## src/rtl/keypad_scanner_pkg.sv

```systemverilog
// Shared types and constants for the 4x4 keypad scanner and its consumers.
// Key codes are row*4+col, which is simply the {row, col} bit concatenation.
package keypad_scanner_pkg;

  typedef enum logic [1:0] {
    IDLE,
    PRESS_DB,
    HELD,
    REL_DB
  } scan_state_t;

  typedef enum logic [1:0] {
    FRAME_EMPTY,
    FRAME_SINGLE,
    FRAME_MULTI
  } frame_kind_t;

  // Code 0 is a real key, so KEY_NONE is only meaningful alongside frame_kind_t.
  localparam logic [3:0] KEY_NONE       = 4'h0;
  localparam logic [3:0] KEY_START_STOP = 4'hA;
  localparam logic [3:0] KEY_RESET      = 4'hB;
  localparam logic [3:0] KEY_LAP        = 4'hC;

  function automatic logic [3:0] key_index(input logic [1:0] row, input logic [1:0] col);
    return {row, col};
  endfunction

endpackage

```

## src/rtl/keypad_scanner_if.sv

```systemverilog
// Keypad-side signals plus the debounced key event outputs of the scanner.
interface keypad_scanner_if;

  logic [3:0] row_in;
  logic [3:0] col_out;
  logic       key_valid;
  logic [3:0] key_code;
  logic       key_held;

  modport slave (
    input  row_in,
    output col_out,
    output key_valid,
    output key_code,
    output key_held
  );

  modport master (
    output row_in,
    input  col_out,
    input  key_valid,
    input  key_code,
    input  key_held
  );

endinterface

```

## src/rtl/keypad_scanner_scan_tick_gen.sv

```systemverilog
// Divides the system clock down to a one-clk tick at SCAN_HZ; shared with the display refresh.
module scan_tick_gen #(
  parameter int unsigned CLK_HZ  = 100_000_000,
  parameter int unsigned SCAN_HZ = 1000
) (
  input  logic clk,
  input  logic reset,
  output logic tick
);

  localparam int unsigned DIV  = CLK_HZ / SCAN_HZ;
  localparam int unsigned CW   = (DIV > 1) ? $clog2(DIV) : 1;
  localparam logic [CW-1:0] LAST = CW'(DIV - 1);

  logic [CW-1:0] count;

  assign tick = (count == LAST);

  always_ff @(posedge clk or negedge reset) begin
    if (!reset) begin
      count <= '0;
    end else if (tick) begin
      count <= '0;
    end else begin
      count <= count + CW'(1);
    end
  end

endmodule

```

## src/rtl/keypad_scanner.sv

```systemverilog
// 4x4 matrix keypad scanner: one active-low column per scan tick, per-frame
// classification of the rows, and a debounce FSM that emits one code per press.
module keypad_scanner
  import keypad_scanner_pkg::*;
#(
  parameter int unsigned CLK_HZ          = 100_000_000,
  parameter int unsigned SCAN_HZ         = 1000,
  parameter int unsigned DEBOUNCE_FRAMES = 8
) (
  input  logic              clk,
  input  logic              reset,
  keypad_scanner_if.slave   kp
);

  localparam int unsigned CNT_W = $clog2(DEBOUNCE_FRAMES + 1);
  localparam logic [CNT_W-1:0] DB_MAX = CNT_W'(DEBOUNCE_FRAMES);

  logic [3:0]       row_meta;
  logic [3:0]       row_sync;
  logic             scan_tick;
  logic [1:0]       col_idx;
  logic [3:0]       col_drive;
  logic [1:0]       hit_cnt;
  logic [3:0]       hit_code;
  logic [3:0]       row_hit;
  logic [1:0]       sample_row;
  logic [2:0]       sample_n;
  logic [2:0]       frame_sum;
  logic [3:0]       merged_code;
  logic             frame_end;
  frame_kind_t      frame_kind;
  scan_state_t      state;
  scan_state_t      state_next;
  logic [3:0]       cand;
  logic [3:0]       cand_next;
  logic [CNT_W-1:0] cnt;
  logic [CNT_W-1:0] cnt_next;
  logic [CNT_W-1:0] cnt_inc;
  logic [3:0]       code_reg;
  logic [3:0]       code_next;
  logic             held_reg;
  logic             held_next;
  logic             valid_reg;
  logic             valid_next;

  // Rows idle high through the pull-ups, so the synchronizer resets to all ones.
  always_ff @(posedge clk or negedge reset) begin
    if (!reset) begin
      row_meta <= 4'hF;
      row_sync <= 4'hF;
    end else begin
      row_meta <= kp.row_in;
      row_sync <= row_meta;
    end
  end

  scan_tick_gen #(
    .CLK_HZ  (CLK_HZ),
    .SCAN_HZ (SCAN_HZ)
  ) u_tick (
    .clk   (clk),
    .reset (reset),
    .tick  (scan_tick)
  );

  // Column drive is registered directly so the pins never glitch on an index change.
  always_ff @(posedge clk or negedge reset) begin
    if (!reset) begin
      col_idx   <= 2'd0;
      col_drive <= 4'b1110;
    end else if (scan_tick) begin
      col_idx   <= col_idx + 2'd1;
      col_drive <= {col_drive[2:0], col_drive[3]};
    end
  end

  assign kp.col_out = col_drive;
  assign row_hit    = ~row_sync;
  assign frame_end  = scan_tick && (col_idx == 2'd3);

  always_comb begin
    sample_row = 2'd0;
    for (int r = 3; r >= 0; r--) begin
      if (row_hit[r]) sample_row = 2'(r);
    end
    sample_n    = 3'(row_hit[0]) + 3'(row_hit[1]) + 3'(row_hit[2]) + 3'(row_hit[3]);
    frame_sum   = 3'(hit_cnt) + sample_n;
    merged_code = (hit_cnt != 2'd0) ? hit_code : key_index(sample_row, col_idx);
    if (frame_sum == 3'd0)      frame_kind = FRAME_EMPTY;
    else if (frame_sum == 3'd1) frame_kind = FRAME_SINGLE;
    else                        frame_kind = FRAME_MULTI;
  end

  // Hit count saturates at 2: anything beyond one pressed key is simply "multi".
  always_ff @(posedge clk or negedge reset) begin
    if (!reset) begin
      hit_cnt  <= 2'd0;
      hit_code <= KEY_NONE;
    end else if (scan_tick) begin
      if (col_idx == 2'd3) begin
        hit_cnt  <= 2'd0;
        hit_code <= KEY_NONE;
      end else begin
        hit_cnt  <= (frame_sum >= 3'd2) ? 2'd2 : frame_sum[1:0];
        hit_code <= merged_code;
      end
    end
  end

  always_ff @(posedge clk or negedge reset) begin
    if (!reset) begin
      state     <= IDLE;
      cand      <= KEY_NONE;
      cnt       <= '0;
      code_reg  <= 4'h0;
      held_reg  <= 1'b0;
      valid_reg <= 1'b0;
    end else begin
      state     <= state_next;
      cand      <= cand_next;
      cnt       <= cnt_next;
      code_reg  <= code_next;
      held_reg  <= held_next;
      valid_reg <= valid_next;
    end
  end

  always_comb begin
    state_next = state;
    cand_next  = cand;
    cnt_next   = cnt;
    code_next  = code_reg;
    held_next  = held_reg;
    valid_next = 1'b0;
    cnt_inc    = (cnt >= DB_MAX) ? cnt : cnt + CNT_W'(1);
    if (frame_end) begin
      unique case (state)
        IDLE: begin
          if (frame_kind == FRAME_SINGLE) begin
            cand_next  = merged_code;
            cnt_next   = CNT_W'(1);
            state_next = PRESS_DB;
          end
        end
        PRESS_DB: begin
          if (frame_kind == FRAME_SINGLE && merged_code == cand) begin
            if (cnt_inc >= DB_MAX) begin
              state_next = HELD;
              cnt_next   = '0;
              code_next  = cand;
              held_next  = 1'b1;
              valid_next = 1'b1;
            end else begin
              cnt_next = cnt_inc;
            end
          end else if (frame_kind == FRAME_SINGLE) begin
            cand_next = merged_code;
            cnt_next  = CNT_W'(1);
          end else begin
            state_next = IDLE;
            cnt_next   = '0;
          end
        end
        HELD: begin
          if (frame_kind == FRAME_EMPTY) begin
            cnt_next   = CNT_W'(1);
            state_next = REL_DB;
          end
        end
        REL_DB: begin
          if (frame_kind == FRAME_EMPTY) begin
            if (cnt_inc >= DB_MAX) begin
              state_next = IDLE;
              cnt_next   = '0;
              held_next  = 1'b0;
            end else begin
              cnt_next = cnt_inc;
            end
          end else begin
            state_next = HELD;
            cnt_next   = '0;
          end
        end
        default: begin
          state_next = IDLE;
          cnt_next   = '0;
        end
      endcase
    end
  end

  assign kp.key_valid = valid_reg;
  assign kp.key_code  = code_reg;
  assign kp.key_held  = held_reg;

endmodule

```

## src/flat_wrapper.sv

```systemverilog
// flat-port wrapper written by rule: the top's interface ports become plain ports
module keypad_scanner_flat import keypad_scanner_pkg::*;
#(
  parameter int unsigned CLK_HZ          = 100_000_000,
  parameter int unsigned SCAN_HZ         = 1000,
  parameter int unsigned DEBOUNCE_FRAMES = 8
)
  (clk, reset, kp_row_in, kp_col_out, kp_key_valid, kp_key_code, kp_key_held);
  keypad_scanner_if kp_i ();
  input  logic clk;
  input  logic reset;
  input wire logic [$bits(kp_i.row_in)-1:0] kp_row_in;
  output wire logic [$bits(kp_i.col_out)-1:0] kp_col_out;
  output wire logic [$bits(kp_i.key_valid)-1:0] kp_key_valid;
  output wire logic [$bits(kp_i.key_code)-1:0] kp_key_code;
  output wire logic [$bits(kp_i.key_held)-1:0] kp_key_held;
  assign kp_i.row_in = kp_row_in;
  assign kp_col_out = kp_i.col_out;
  assign kp_key_valid = kp_i.key_valid;
  assign kp_key_code = kp_i.key_code;
  assign kp_key_held = kp_i.key_held;
  keypad_scanner #(.CLK_HZ(CLK_HZ), .SCAN_HZ(SCAN_HZ), .DEBOUNCE_FRAMES(DEBOUNCE_FRAMES)) u_core (.clk(clk), .reset(reset), .kp(kp_i));
endmodule
```

## config.mk

```make
export PLATFORM = sky130hd
export DESIGN_NAME = keypad_scanner_flat
export DESIGN_NICKNAME = d
export VERILOG_FILES = /design/src/rtl/keypad_scanner_pkg.sv /design/src/rtl/keypad_scanner_if.sv /design/src/rtl/keypad_scanner_scan_tick_gen.sv /design/src/rtl/keypad_scanner.sv /design/src/flat_wrapper.sv
export SDC_FILE = /design/constraint.sdc
export NUM_CORES = 1
export LEC_CHECK = 0
export BUFFER_PORTS_ARGS = -buffer_cell sky130_fd_sc_hd__buf_2
export CORE_ASPECT_RATIO = 2
export CORE_MARGIN = 5
export CORE_UTILIZATION = 45
export CTS_CLUSTER_DIAMETER = 100
export DETAILED_ROUTE_END_ITERATION = 8
export SYNTH_ARGS = -nofsm -noshare
export SYNTH_HDL_FRONTEND = slang
export SYNTH_SLANG_ARGS = --single-unit
```

## constraint.sdc

```tcl
create_clock -name clk -period 4.1 [get_ports clk]
set_input_delay 0.205 -clock clk [delete_from_list [all_inputs] [get_ports clk]]
set_output_delay 0.205 -clock clk [all_outputs]
set_load 0.005 [all_outputs]
```

# Word level (Yosys, flattened, before mapping)
# Cells that the tools add are included.
[word_totals]
register_bits = 53
latch_bits = 0
mem_bits_rw = 0
rom_bits = 0
in_bits = 6
out_inout_bits = 10
wordCells = 94
n_memories = 0
[classes]
addsub = 7
multipliers = 0
div_mod_pow = 0
n_lt_le_gt_ge = 3
n_eq_ne = 18
shifts = 0
mux = 39
n_bitwise = 1
n_reduce_logical = 13
[ops]
columns = ["operator", "n"]
rows = [
  ["4-bit two-way mux", 10],
  ["2-bit two-way mux", 15],
  ["17-bit by 1-bit adder with 17-bit output (second input constant)", 1],
  ["17-bit equality test (second input constant)", 1],
  ["17-bit two-way mux", 1],
  ["4-bit case mux with 4 select lines", 1],
  ["2-bit by 1-bit inequality test with 1-bit output (second input constant)", 6],
  ["6-bit AND reduction", 2],
  ["1-bit two-way mux", 9],
  ["4-bit greater-or-equal comparator (second input constant)", 2],
  ["2-bit case mux with 4 select lines", 1],
  ["4-bit case mux with 2 select lines", 1],
  ["3-bit by 1-bit adder with 3-bit output", 2],
  ["2-bit equality test (second input constant)", 3],
  ["3-bit inequality test (second input constant)", 2],
  ["3-bit AND reduction", 2],
  ["2-bit nonzero test", 3],
  ["4-bit by 1-bit adder with 4-bit output (second input constant)", 1],
  ["2-bit by 1-bit equality test with 1-bit output (second input constant)", 2],
  ["4-bit equality test", 1],
  ["2-bit zero test", 2],
  ["4-bit NOT", 1],
  ["4-bit AND reduction", 1],
  ["2-bit by 3-bit adder with 3-bit output", 1],
  ["9 further kinds", 10],
]

# Longest topological paths before layout
# Gate-level depths: netlist of the first run.
[depth]
depth_word = 13
mapped_depth = 13
mapped_depth_nobuf = 12

# By module
# Synthesis of the first run repeated with hierarchy kept, for this count alone.
[unflattened]
cells_unflattened = 225
hier_area_um2 = 2547.4
[by_module_without_submodules]
columns = ["module", "instances", "cells_each", "area_per_inst_um2", "seq_area_each_um2"]
rows = [
  ["keypad_scanner", 1, 152, 1757.9, 914.6],
  ["scan_tick_gen", 1, 73, 789.5, 425.4],
]

# Worst setup path after synthesis of the first run
# No wires, ideal clock.
[synth_timing]
kind = "register -> register"
startpoint = "register u_core.row_sync[0]"
endpoint = "register u_core.cand[0]"
setup_time_ns = 0.125
t_arrival_ns = 3.033
required_time_ns = 3.975
slack_ns = 0.942
stages_incl_launch_ff = 11
path_buffers = 0
synth_period_minus_slack_ns = 3.158
path_cell_list = "dfstp_2 inv_1 ha_1 fa_1 ha_1 inv_1 fa_1 xnor2_1 nor3_1 o2111a_1 mux2_2"
[synth_between]
elab_chain_cells = 12
elab_cells_between_ends = 19
cone_classes = "4 x add/sub; 4 x eq/ne; 7 x mux; 1 x bitwise; 3 x reduce/logical"
[synth_rtl]
columns = ["item", "line_no", "text"]
rows = [
  ["start, declared", "keypad_scanner.sv:19", "logic [3:0] row_sync;"],
  ["start signal, assigned", "keypad_scanner.sv:53", "row_sync <= row_meta;"],
  ["4-bit NOT *", "keypad_scanner.sv:78", "assign row_hit = ~row_sync;"],
  ["1-bit by 1-bit adder with 2-bit output", "keypad_scanner.sv:86", "sample_n = 3'(row_hit[0]) + 3'(row_hit[1]) + 3'(row_hit[2]) + 3'(row_hit[3]);"],
  ["3-bit by 1-bit adder with 3-bit output (2 in a row)", "keypad_scanner.sv:86", ""],
  ["2-bit by 3-bit adder with 3-bit output", "keypad_scanner.sv:87", "frame_sum = 3'(hit_cnt) + sample_n;"],
  ["3-bit by 1-bit equality test with 1-bit output", "keypad_scanner.sv:90", "else if (frame_sum == 3'd1) frame_kind = FRAME_SINGLE;"],
  ["2-bit two-way mux", "keypad_scanner.sv:90", ""],
  ["2-bit two-way mux", "keypad_scanner.sv:89", "if (frame_sum == 3'd0) frame_kind = FRAME_EMPTY;"],
  ["2-bit by 1-bit equality test with 1-bit output", "keypad_scanner.sv:139, keypad_scanner.sv:146, keypad_scanner.sv:156", ""],
  ["4-bit two-way mux or 1-bit logical AND (tied branches)", "--", ""],
  ["4-bit two-way mux or 2-bit inequality test (tied branches)", "--", ""],
  ["4-bit case mux with 2 select lines or 3-bit AND reduction (tied branches)", "--", ""],
  ["end signal, assigned", "keypad_scanner.sv:120", "cand <= cand_next;"],
  ["end, declared", "keypad_scanner.sv:34", "logic [3:0] cand;"],
]
# Every way passes the cells marked *; elsewhere a longest branch is shown, timed or not. The select of a mux whose other input is x is not followed.
# A chain may end at the register's enable or synchronous reset.

# Worst setup path in the final report of the first run
[layout_timing]
startpoint = "register u_core.row_sync[0]"
endpoint = "register u_core.cnt[2]"
[layout_between]
elab_chain_cells = 12
elab_cells_between_ends = 21
cone_classes = "4 x add/sub; 5 x eq/ne; 7 x mux; 1 x bitwise; 4 x reduce/logical"
[layout_rtl]
columns = ["item", "line_no", "text"]
rows = [
  ["4-bit NOT *", "keypad_scanner.sv:78", ""],
  ["1-bit by 1-bit adder with 2-bit output", "keypad_scanner.sv:86", ""],
  ["3-bit by 1-bit adder with 3-bit output (2 in a row)", "keypad_scanner.sv:86", ""],
  ["2-bit by 3-bit adder with 3-bit output", "keypad_scanner.sv:87", ""],
  ["3-bit by 1-bit equality test with 1-bit output", "keypad_scanner.sv:90", ""],
  ["2-bit two-way mux", "keypad_scanner.sv:90", ""],
  ["2-bit two-way mux", "keypad_scanner.sv:89", ""],
  ["2-bit by 1-bit equality test with 1-bit output", "keypad_scanner.sv:139, keypad_scanner.sv:146", ""],
  ["1-bit logical AND", "keypad_scanner.sv:146", "if (frame_kind == FRAME_SINGLE && merged_code == cand) begin"],
  ["4-bit two-way mux", "keypad_scanner.sv:146", ""],
  ["4-bit case mux with 4 select lines", "keypad_scanner.sv:137", "unique case (state)"],
  ["end signal, assigned", "keypad_scanner.sv:121", "cnt <= cnt_next;"],
  ["end, declared", "keypad_scanner.sv:36", "logic [CNT_W-1:0] cnt;"],
]
# Every way passes the cells marked *; elsewhere a longest branch is shown, timed or not.

==> results.py, run 1 <==
metrics = {
    "clock_tree": {
        "numCtsBuffers": 5,
        "cts-root-buf": "clkbuf_16",
        "ctsHoldBuffers": 0,
        "cts-resized-gates": 0,
        "clkTransAtPathRegs_ps": 70,
        "clock_sinks": 53,
        "clock_latency_ps": 290,
        "max-clock-path-buffers": 2,
        "htreeDepth": 2,
        "cts_tree": "yes",
        "post_cts_buffers": 0,
    },
    "timing": {
        "tns_ps": 0,
        "hold_viol": 0,
        "finalMaxSlewViolations": 0,
        "relSlewSlack_pct": 50.1,
        "fin_worst_skew_ps": 6.21,
        "setup_viol": 0,
        "finalCriticalPeriod_ps": 3620,
        "tightest_slew_ps": 745,
        "setup_slack_ps": 482,
        "rsz0062_at_grt": "no",
        "period_share_pct": 88.2,
        "max_freq_mhz": 276,
    },
    "logic_synthesis": {
        "synth_cell_types": 44,
        "synth_area_per_cell_um2": 10.0,
        "synthFlopType": "dfrtp_1",
        "syn_area_um2": 2630,
        "ys_seq_elements": 53,
        "synth_top_area_share_pct": 39.9,
        "synth_edf_count": 0,
        "synthTopCellsByArea": "dfrtp_1 40%, dfstp_2 11%, nand2_1 6.4%",
        "synth-async-reset-ratio_pct": 100,
        "ys_seq_area_share_pct": 50.9,
        "syn_nets": 278,
        "yosys_warnings": 0,
        "yosys.area.top_type": "dfrtp_1",
        "syn_inst": 263,
    },
    "critical_path": {
        "cp_slowest_cell": "dfstp_2",
        "critPathTopFamily": "adder cells",
        "arrival_ps": 3840,
        "startpoint": "u_core.row_sync[0]",
        "cp_max_fo": 5,
        "crit_chain": "inv_1, ha_1, fa_1, ha_1, inv_1, fa_1, xnor2_1, nor3_1, nand4_1, nor4_1, o221ai_1, nor2_1",
        "slowest_delay_ps": 530,
        "path_buf_inv": 2,
        "crit_type": "flop to flop",
        "worstPathRequired_ps": 4330,
        "r2r-start": "u_core.row_sync[0]",
        "cp-end-kind": "flop",
        "crit_path_start_kind": "flop",
    },
    "route": {
        "wl_per_cell_um": 17.3,
        "dr.first_iter.drc_count": 88,
        "drtPass1Iterations": 4,
        "drc": 0,
        "via_count": 1993,
        "viasPerCell": 5.79,
        "ant_nets": 0,
        "drt-total-wl_mm": 5.96,
    },
    "power_and_ir_drop": {
        "ir_drop_v": 0.000333,
        "power_leakage_nw": 1.36,
        "p_per_area_nw_per_um2": 349,
    },
    "run_status": {
        "outcome": "finished, final reports clean",
    },
    "global_route": {
        "grt_usage_pct": 17.0,
        "grt_max_degree": 54,
        "grt_pass1_wl_mm": 9.93,
        "grt_pass1_vias": 2111,
        "grt_overflow_total": 0,
        "grt_antenna_before_repair": 0,
    },
    "die": {
        "die_w_um": 64.1,
        "ios": 16,
        "start_util_pct": 46.1,
        "num_rows": 39,
        "dieArea_um2": 7570,
        "die_h_um": 118,
        "core_um2": 5710,
    },
    "layout": {
        "fin_nets": 297,
        "layout-drive-gt1-share_pct": 18.7,
        "diodes": 0,
        "final_common_cell": "nand2_1",
        "areaGrowthSynthToFinish_pct": 11.7,
        "post-route-util_pct": 51.5,
        "mostFrequentLayoutCells": "45 x nand2_1, 42 x dfrtp_1, 22 x nor2_1",
    },
    "worst_hold_path": {
        "hold_class": "primary input to flop",
        "hp-start": "kp_row_in[2]",
    },
    "placement": {
        "hpwl_mm": 4.45,
        "gp_congestion": 0.873,
        "place_ws_ps": 501,
        "port_buffers": 15,
    },
    "job": {
        "maxCapViolCount": 0,
    },
}
## through the flow
stage               hold slack (ps)  cell area [µm²]  cells  total power, mW
CTS                            3.63             2940    344             1.04
floorplan                     -90.6             2630    263            0.573
finish                         10.9             2940    344             1.03
global route                   1.00             2940    344             1.07
detailed placement              313             2780    336            0.595
global placement                312             2780    336            0.595
## path summary, 6_finish.rpt
check | depth (start not counted) | end | slack (ps)
worst max-delay path | 12 | u_core.cnt[2] | 480
worst min-delay path | 1 | u_core.row_meta[2] | 10
worst max register to register | 12 | u_core.cnt[2] | 480
worst min register to register | 0 | u_core.row_sync[0] | 360
max in group asynchronous | 2 | u_core.kp.key_held | 3620
min in group asynchronous | 2 | u_core.kp.key_code[3] | 20
## routing by layer
metal / up-vias / GRT usage (%) / part of all wire [%]
li1: 952 / - / -
met4: 0 / 11.8 / 4.9
met1: 984 / 16.1 / 35
met3: 18 / 3.61 / 3.2
met5: - / 0 / 0
met2: 39 / 30.8 / 57
## kinds of logic after synthesis
group / after synthesis / share of synthesized area [%]
xor+xnor: 18 / 5.99
mux: 8 / 3.42
flops: 53 / 50.9
simple gates: 122 / 23.8
buf+inv: 22 / 3.14
compound gates: 31 / 7.94
fa+ha+maj: 9 / 4.85
## flip-flops by register name, indices dropped and copies added (netlist names)
register and flops:
u_core.kp.col_out 4, u_core.kp.key_code 4, u_core.col_idx 2, u_core.hit_cnt 2
u_core.kp.key_held 1, u_core.kp.key_valid 1, u_core.cnt 4, u_core.u_tick.count 17
u_core.row_meta 4, u_core.cand 4, u_core.hit_code 4, u_core.state 2
u_core.row_sync 4
## area by class of cell
cell class	instances	area, µm²
clock buffers	7	153
clock inverters	1	5.00
fillers	530	2770
inverters	16	60.1
multi-input cells	188	1210
flip-flops and latches	53	1340
well taps	61	76.3
repair buffers	18	97.6
## synth_stat cells (4+ instances only)
cell type	instances
a21oi_1	4
clkbuf_1	6
dfrtp_1	42
dfstp_2	11
ha_1	7
inv_1	16
mux2_2	8
nand2_1	45
nand3_1	9
nand4_1	7
nor2_1	22
nor3_1	8
nor4_1	5
o21ai_0	9
xnor2_1	14
xor2_1	4
## report_power, final
part           leakage [nW]  internal, mW  switching (mW)  total, mW
combinational         0.593        0.0166          0.0359     0.0525
clock                0.0799         0.259           0.184      0.443
sequential            0.688         0.530         0.00200      0.532
total                  1.36         0.805           0.222       1.03
Power figures use the tool's default switching activity.
==> run 2: changes to the inputs <==
--- a/config.mk
+++ b/config.mk
@@ -8,9 +8,10 @@
 export BUFFER_PORTS_ARGS = -buffer_cell sky130_fd_sc_hd__buf_2
 export CORE_ASPECT_RATIO = 2
 export CORE_MARGIN = 5
-export CORE_UTILIZATION = 45
+export CORE_UTILIZATION = 50
 export CTS_CLUSTER_DIAMETER = 100
 export DETAILED_ROUTE_END_ITERATION = 8
+export PLACE_DENSITY = 0.68
 export SYNTH_ARGS = -nofsm -noshare
 export SYNTH_HDL_FRONTEND = slang
 export SYNTH_SLANG_ARGS = --single-unit
==> constraint.sdc (replaced) <==
create_clock -name clk -period 4.07 [get_ports clk]
set_input_delay 0.2035 -clock clk [delete_from_list [all_inputs] [get_ports clk]]
set_output_delay 0.2035 -clock clk [all_outputs]
set_load 0.005 [all_outputs]
==> run 2 against run 1 <==
Against the previous run:
- critical path type unchanged
- highest routed layer unchanged
- critical endpoint is now u_core.cand[0]
- clock power down 26%
- non-clock buffer count up 4
- wire length down 4.0%
- critical path depth down 2
==> results.py, run 2 (same netlist as run 1, synthesis figures left out) <==
metrics = {
    "run_status": {
        "outcome": "finished, final reports clean",
    },
    "placement": {
        "place_ws_ps": 455,
        "hpwl_mm": 4.27,
        "gp_congestion": 0.867,
        "port_buffers": 15,
        "dp_cells": 333,
    },
    "clock_tree": {
        "cts-resized-gates": 0,
        "post_cts_buffers": 0,
        "htreeDepth": 2,
        "cts-root-buf": "clkbuf_8",
        "clock_latency_ps": 300,
        "numCtsBuffers": 5,
        "ctsHoldBuffers": 4,
        "cts_tree": "yes",
        "max-clock-path-buffers": 2,
        "clock_sinks": 53,
        "clkTransAtPathRegs_ps": 90,
    },
    "timing": {
        "relSlewSlack_pct": 48.2,
        "tightest_slew_ps": 774,
        "holdWs_ps": 12.3,
        "finalMaxSlewViolations": 0,
        "tns_ps": 0,
        "period_share_pct": 89.2,
        "hold_viol": 0,
        "setup_slack_ps": 438,
        "setup_viol": 0,
        "fin_worst_skew_ps": 6.35,
        "rsz0062_at_grt": "no",
        "finalCriticalPeriod_ps": 3630,
        "max_freq_mhz": 275,
    },
    "die": {
        "die_h_um": 113,
        "dieArea_um2": 6900,
        "ios": 16,
        "num_rows": 37,
        "start_util_pct": 51.2,
        "core_um2": 5140,
        "die_w_um": 61.3,
    },
    "global_route": {
        "grt_usage_pct": 18.8,
        "grt_pass1_wl_mm": 9.74,
        "grt_antenna_before_repair": 0,
        "grt_overflow_total": 0,
        "grt_pass1_vias": 2107,
        "grt_max_degree": 54,
    },
    "layout": {
        "diodes": 0,
        "layout.cells.non_filler": 345,
        "fin_nets": 301,
        "regMostFlops": "u_core.u_tick.count",
        "areaGrowthSynthToFinish_pct": 11.1,
        "layout-drive-gt1-share_pct": 18.5,
        "mostFrequentLayoutCells": "45 x nand2_1, 42 x dfrtp_1, 22 x nor2_1",
        "largest_reg_flops": 17,
        "final_common_cell": "nand2_1",
    },
    "critical_path": {
        "crit_type": "flop to flop",
        "crit_path_start_kind": "flop",
        "worstPathRequired_ps": 4260,
        "crit_chain": "inv_1, ha_1, fa_1, ha_1, inv_1, fa_1, xnor2_1, nor3_1, o2111a_1, mux2_2",
        "critPathTopFamily": "adder cells",
        "path_buf_inv": 2,
        "rrSetupSlack_ps": 440,
        "cp_max_fo": 5,
        "startpoint": "u_core.row_sync[0]",
        "crit_cells": 10,
        "worst-r2r-cell-count": 10,
        "slowest_delay_ps": 590,
        "r2r-start": "u_core.row_sync[0]",
        "cp-end-kind": "flop",
        "arrival_ps": 3820,
        "cp_slowest_cell": "nor3_1",
        "timing.rr.end": "u_core.cand[0]",
        "crit_path_end": "u_core.cand[0]",
    },
    "route": {
        "drtPass1Iterations": 4,
        "via_count": 1991,
        "drt-total-wl_mm": 5.72,
        "wl_per_cell_um": 16.6,
        "dr.first_iter.drc_count": 56,
        "viasPerCell": 5.77,
        "ant_nets": 0,
        "drc": 0,
    },
    "power_and_ir_drop": {
        "power_leakage_nw": 1.35,
        "p_per_area_nw_per_um2": 315,
        "ir_drop_v": 0.000262,
    },
    "job": {
        "maxCapViolCount": 0,
    },
    "worst_hold_path": {
        "hold_class": "primary input to async pin",
    },
}
## run 2: cell types whose count changed in the layout (fill, tap and decap cells not counted), sizes merged
cell         previous run  this run
clkinv                  1         0
dlygate4sd3             0         4
inv                    16        17
## run 2: cell type report
| type | instances | area [µm²] |
|---|---|---|
| fill | 466 | 2210 |
| sequential | 53 | 1340 |
| multi-input combinational | 188 | 1210 |
| timing repair buffer | 22 | 138 |
| clock buffer | 7 | 96.3 |
| tap | 58 | 72.6 |
| inverter | 16 | 60.1 |
| clock inverter | 1 | 8.76 |
## run 2: power by group
group,internal (mW),switching (mW),total (mW)
combinational,0.0192,0.0368,0.0560
sequential,0.534,0.00217,0.536
clock,0.157,0.172,0.329
## run 2: through the flow
step	util (%)	power (mW)	area (µm²)
2_1_floorplan	-	0.577	2630
3_3_place_gp	54.1	0.598	2780
3_5_place_dp	54.1	0.600	2780
4_1_cts	56.9	0.930	2930
5_1_grt	56.9	0.965	2930
6_report	56.9	0.921	2930
## run 2: how the worst min path moves through the flow
stage	start	end	slack [ps]
finish	reset	u_core.hit_code[3]	10
global route	reset	u_core.hit_code[3]	50
CTS	reset	u_core.u_tick.count[10]	40
detailed placement	kp_row_in[0]	u_core.row_meta[0]	310
global placement	kp_row_in[0]	u_core.row_meta[0]	310
floorplan	reset	u_core.cand[0]	-90
## run 2: layer usage
metal / GRT usage (%) / share of wire (%) / vias to the layer above
li1: - / - / 956
met1: 20.3 / 36 / 969
met2: 32.7 / 56 / 41
met3: 2.65 / 2.5 / 25
met4: 11.1 / 5.5 / 0
met5: 0 / 0 / -
==> run 3: changes to the inputs <==
--- a/config.mk
+++ b/config.mk
@@ -5,7 +5,8 @@
 export SDC_FILE = /design/constraint.sdc
 export NUM_CORES = 1
 export LEC_CHECK = 0
-export BUFFER_PORTS_ARGS = -buffer_cell sky130_fd_sc_hd__buf_2
+export ABC_CLOCK_PERIOD_IN_PS = 4070
+export BUFFER_PORTS_ARGS = -buffer_cell sky130_fd_sc_hd__buf_4
 export CORE_ASPECT_RATIO = 2
 export CORE_MARGIN = 5
 export CORE_UTILIZATION = 50
@@ -14,4 +15,5 @@
 export PLACE_DENSITY = 0.68
 export SYNTH_ARGS = -nofsm -noshare
 export SYNTH_HDL_FRONTEND = slang
+export SYNTH_HIERARCHICAL = 1
 export SYNTH_SLANG_ARGS = --single-unit
==> run 3 against run 2 <==
Against the previous run:
- non-clock buffer count is 1 lower
- sequential share of layout area is 0.54 points higher
- clock power is 6% higher
- final cell count is 11% lower
- flip-flop and latch count stayed put
- critical endpoint is now u_core/cnt[2]
- highest routed layer unchanged
==> results.py, run 3 <==
metrics = {
    "run_status": {
        "outcome": "finished, final reports clean",
    },
    "die": {
        "dieArea_um2": 6710,
        "ios": 16,
        "die_w_um": 60.5,
        "num_rows": 36,
        "die_h_um": 111,
        "start_util_pct": 51.9,
        "core_um2": 4910,
    },
    "timing": {
        "max_freq_mhz": 298,
        "holdWs_ps": 352,
        "fin_worst_skew_ps": 9.60,
        "finalCriticalPeriod_ps": 3350,
        "period_share_pct": 82.4,
        "rsz0062_at_grt": "no",
        "tightest_slew_ps": 647,
        "tns_ps": 0,
        "hold_viol": 0,
        "setup_viol": 0,
        "relSlewSlack_pct": 56.8,
        "setup_slack_ps": 715,
        "finalMaxSlewViolations": 0,
    },
    "power_and_ir_drop": {
        "switching_power_uw": 210,
        "seqPwrFrac_pct": 57.1,
        "p_clk_share_pct": 37.0,
        "ir_drop_v": 0.000289,
        "power_frac_comb_pct": 5.9,
        "power_leakage_nw": 1.27,
        "p_per_area_nw_per_um2": 325,
        "switching_share_pct": 22.3,
        "p_int_uw": 731,
        "power.total_uw": 941,
    },
    "route": {
        "dr.first_iter.drc_count": 49,
        "via_count": 1755,
        "drc": 0,
        "drt-total-wl_mm": 4.96,
        "wl_per_cell_um": 16.1,
        "viasPerCell": 5.70,
        "drtPass1Iterations": 4,
        "ant_nets": 0,
    },
    "global_route": {
        "grt_max_degree": 54,
        "grt_usage_pct": 16.7,
        "grt_pass1_vias": 1822,
        "grt_antenna_before_repair": 0,
        "grt_pass1_wl_mm": 8.56,
        "grt_overflow_total": 0,
    },
    "clock_tree": {
        "post_cts_buffers": 0,
        "clock_latency_ps": 300,
        "clkTransAtPathRegs_ps": 100,
        "clock_sinks": 53,
        "cts_tree": "yes",
        "htreeDepth": 2,
        "cts-root-buf": "clkbuf_8",
        "max-clock-path-buffers": 2,
        "numCtsBuffers": 5,
    },
    "logic_synthesis": {
        "synth_edf_count": 0,
        "yosys.area.top_type": "dfrtp_1",
        "synth_area_per_cell_um2": 11.3,
        "synth_common_cells": "42 x dfrtp_1, 20 x nor2_1, 16 x inv_1",
        "synth_top_area_share_pct": 41.3,
        "synth_cell_types": 46,
        "synthFlopType": "dfrtp_1",
        "synthTopCellsByArea": "dfrtp_1 41%, dfstp_2 11%, xnor2_1 5.2%",
        "synth.most_common_cell": "dfrtp_1",
        "syn_nets": 238,
        "yosys_warnings": 6,
        "ys_seq_area_share_pct": 52.6,
        "syn_area_um2": 2550,
        "syn_inst": 225,
        "synth-async-reset-ratio_pct": 100,
        "ys_seq_elements": 53,
    },
    "placement": {
        "port_buffers": 15,
        "gp_congestion": 0.842,
        "hpwl_mm": 3.63,
        "dp_cells": 295,
        "postPlaceCellArea_um2": 2730,
        "place_ws_ps": 747,
    },
    "layout": {
        "final_common_cell": "dfrtp_1",
        "post-route-util_pct": 58.9,
        "fill_cells": 405,
        "largest_reg_flops": 17,
        "design_area_um2": 2890,
        "layout-drive-gt1-share_pct": 20.7,
        "regArea_um2": 1340,
        "regMostFlops": "u_core/u_tick/count",
        "fin_nets": 263,
        "multi_input_area_um2": 1130,
        "mostFrequentLayoutCells": "42 x dfrtp_1, 20 x nor2_1, 16 x buf_4, 16 x inv_1, 15 x xnor2_1",
        "areaGrowthSynthToFinish_pct": 13.5,
        "layout.cells.non_filler": 308,
        "diodes": 0,
    },
    "critical_path": {
        "crit_type": "flop to flop",
        "worstPathRequired_ps": 4300,
        "cp-end-kind": "flop",
        "cp_max_fo": 5,
        "arrival_ps": 3580,
        "crit_path_start_kind": "flop",
    },
    "worst_hold_path": {
        "hold_class": "flop to flop",
    },
    "job": {
        "maxCapViolCount": 0,
    },
}
==> run 3: critical path: stages (launching register included) <==
cell      delay (ps)
dfrtp_1          410
inv_1             90
fa_1             500
inv_1             50
fa_1             370
fa_1             470
or3_1            470
or3_1            380
nor3_1           220
a221oi_1         130
nor3_1           190
==> run 3: path summary, 6_finish.rpt <==
path,end,start,cells past startpoint,slack [ps]
setup / recovery,u_core/cnt[2],u_core/hit_cnt[0],10,720
hold / removal,u_core/row_sync[1],u_core/row_meta[1],0,350
setup reg to reg,u_core/cnt[2],u_core/hit_cnt[0],10,720
hold reg to reg,u_core/row_sync[1],u_core/row_meta[1],0,350
max in group asynchronous,u_core/u_tick/count[6],reset,2,3170
min in group asynchronous,u_core/state[1],reset,2,450
==> run 3: cell type report <==
cell class / instances / area share, %
sequential: 53 / 46.3
multi-input combinational: 153 / 39.2
timing repair buffer: 21 / 5.88
clock buffer: 7 / 3.72
tap: 57 / 2.47
inverter: 16 / 2.08
clock inverter: 1 / 0.260
==> run 3: metal layers <==
layer  share of wire, %  track usage [%]  up-vias
li1                   -                -      843
met4                4.1             9.55        0
met5                  0                0        -
met2                 56             29.3       39
met3                2.6             2.68       12
met1                 37             17.7      861
==> run 3: logic make-up after synthesis <==
kind of cell             Yosys count  synth area share [%]
flip-flops                        53                  52.6
AND/OR/NAND/NOR                   77                  17.2
adder cells (fa/ha/maj)            7                  4.32
XOR/XNOR                          19                  6.53
AO/OA/AOI/OAI                     37                  10.8
buffers and inverters             19                  2.85
multiplexers                      13                  5.70
==> run 3: power by group through the flow <==
stage          Sequential (mW)  Combinational (mW)  Clock (mW)
2_1_floorplan            0.546              0.0311           0
3_3_place_gp             0.547              0.0516           0
3_5_place_dp             0.547              0.0520           0
4_1_cts                  0.537              0.0559       0.356
5_1_grt                  0.537              0.0625       0.379
6_report                 0.537              0.0554       0.348
==> run 3: what timing repair did <==
| action | CTS | global route |
|---|---|---|
| hold buffers | 5 | 0 |
| endpoints found under the hold margin | 46 | 0 |
| gates resized for setup | 0 | 0 |
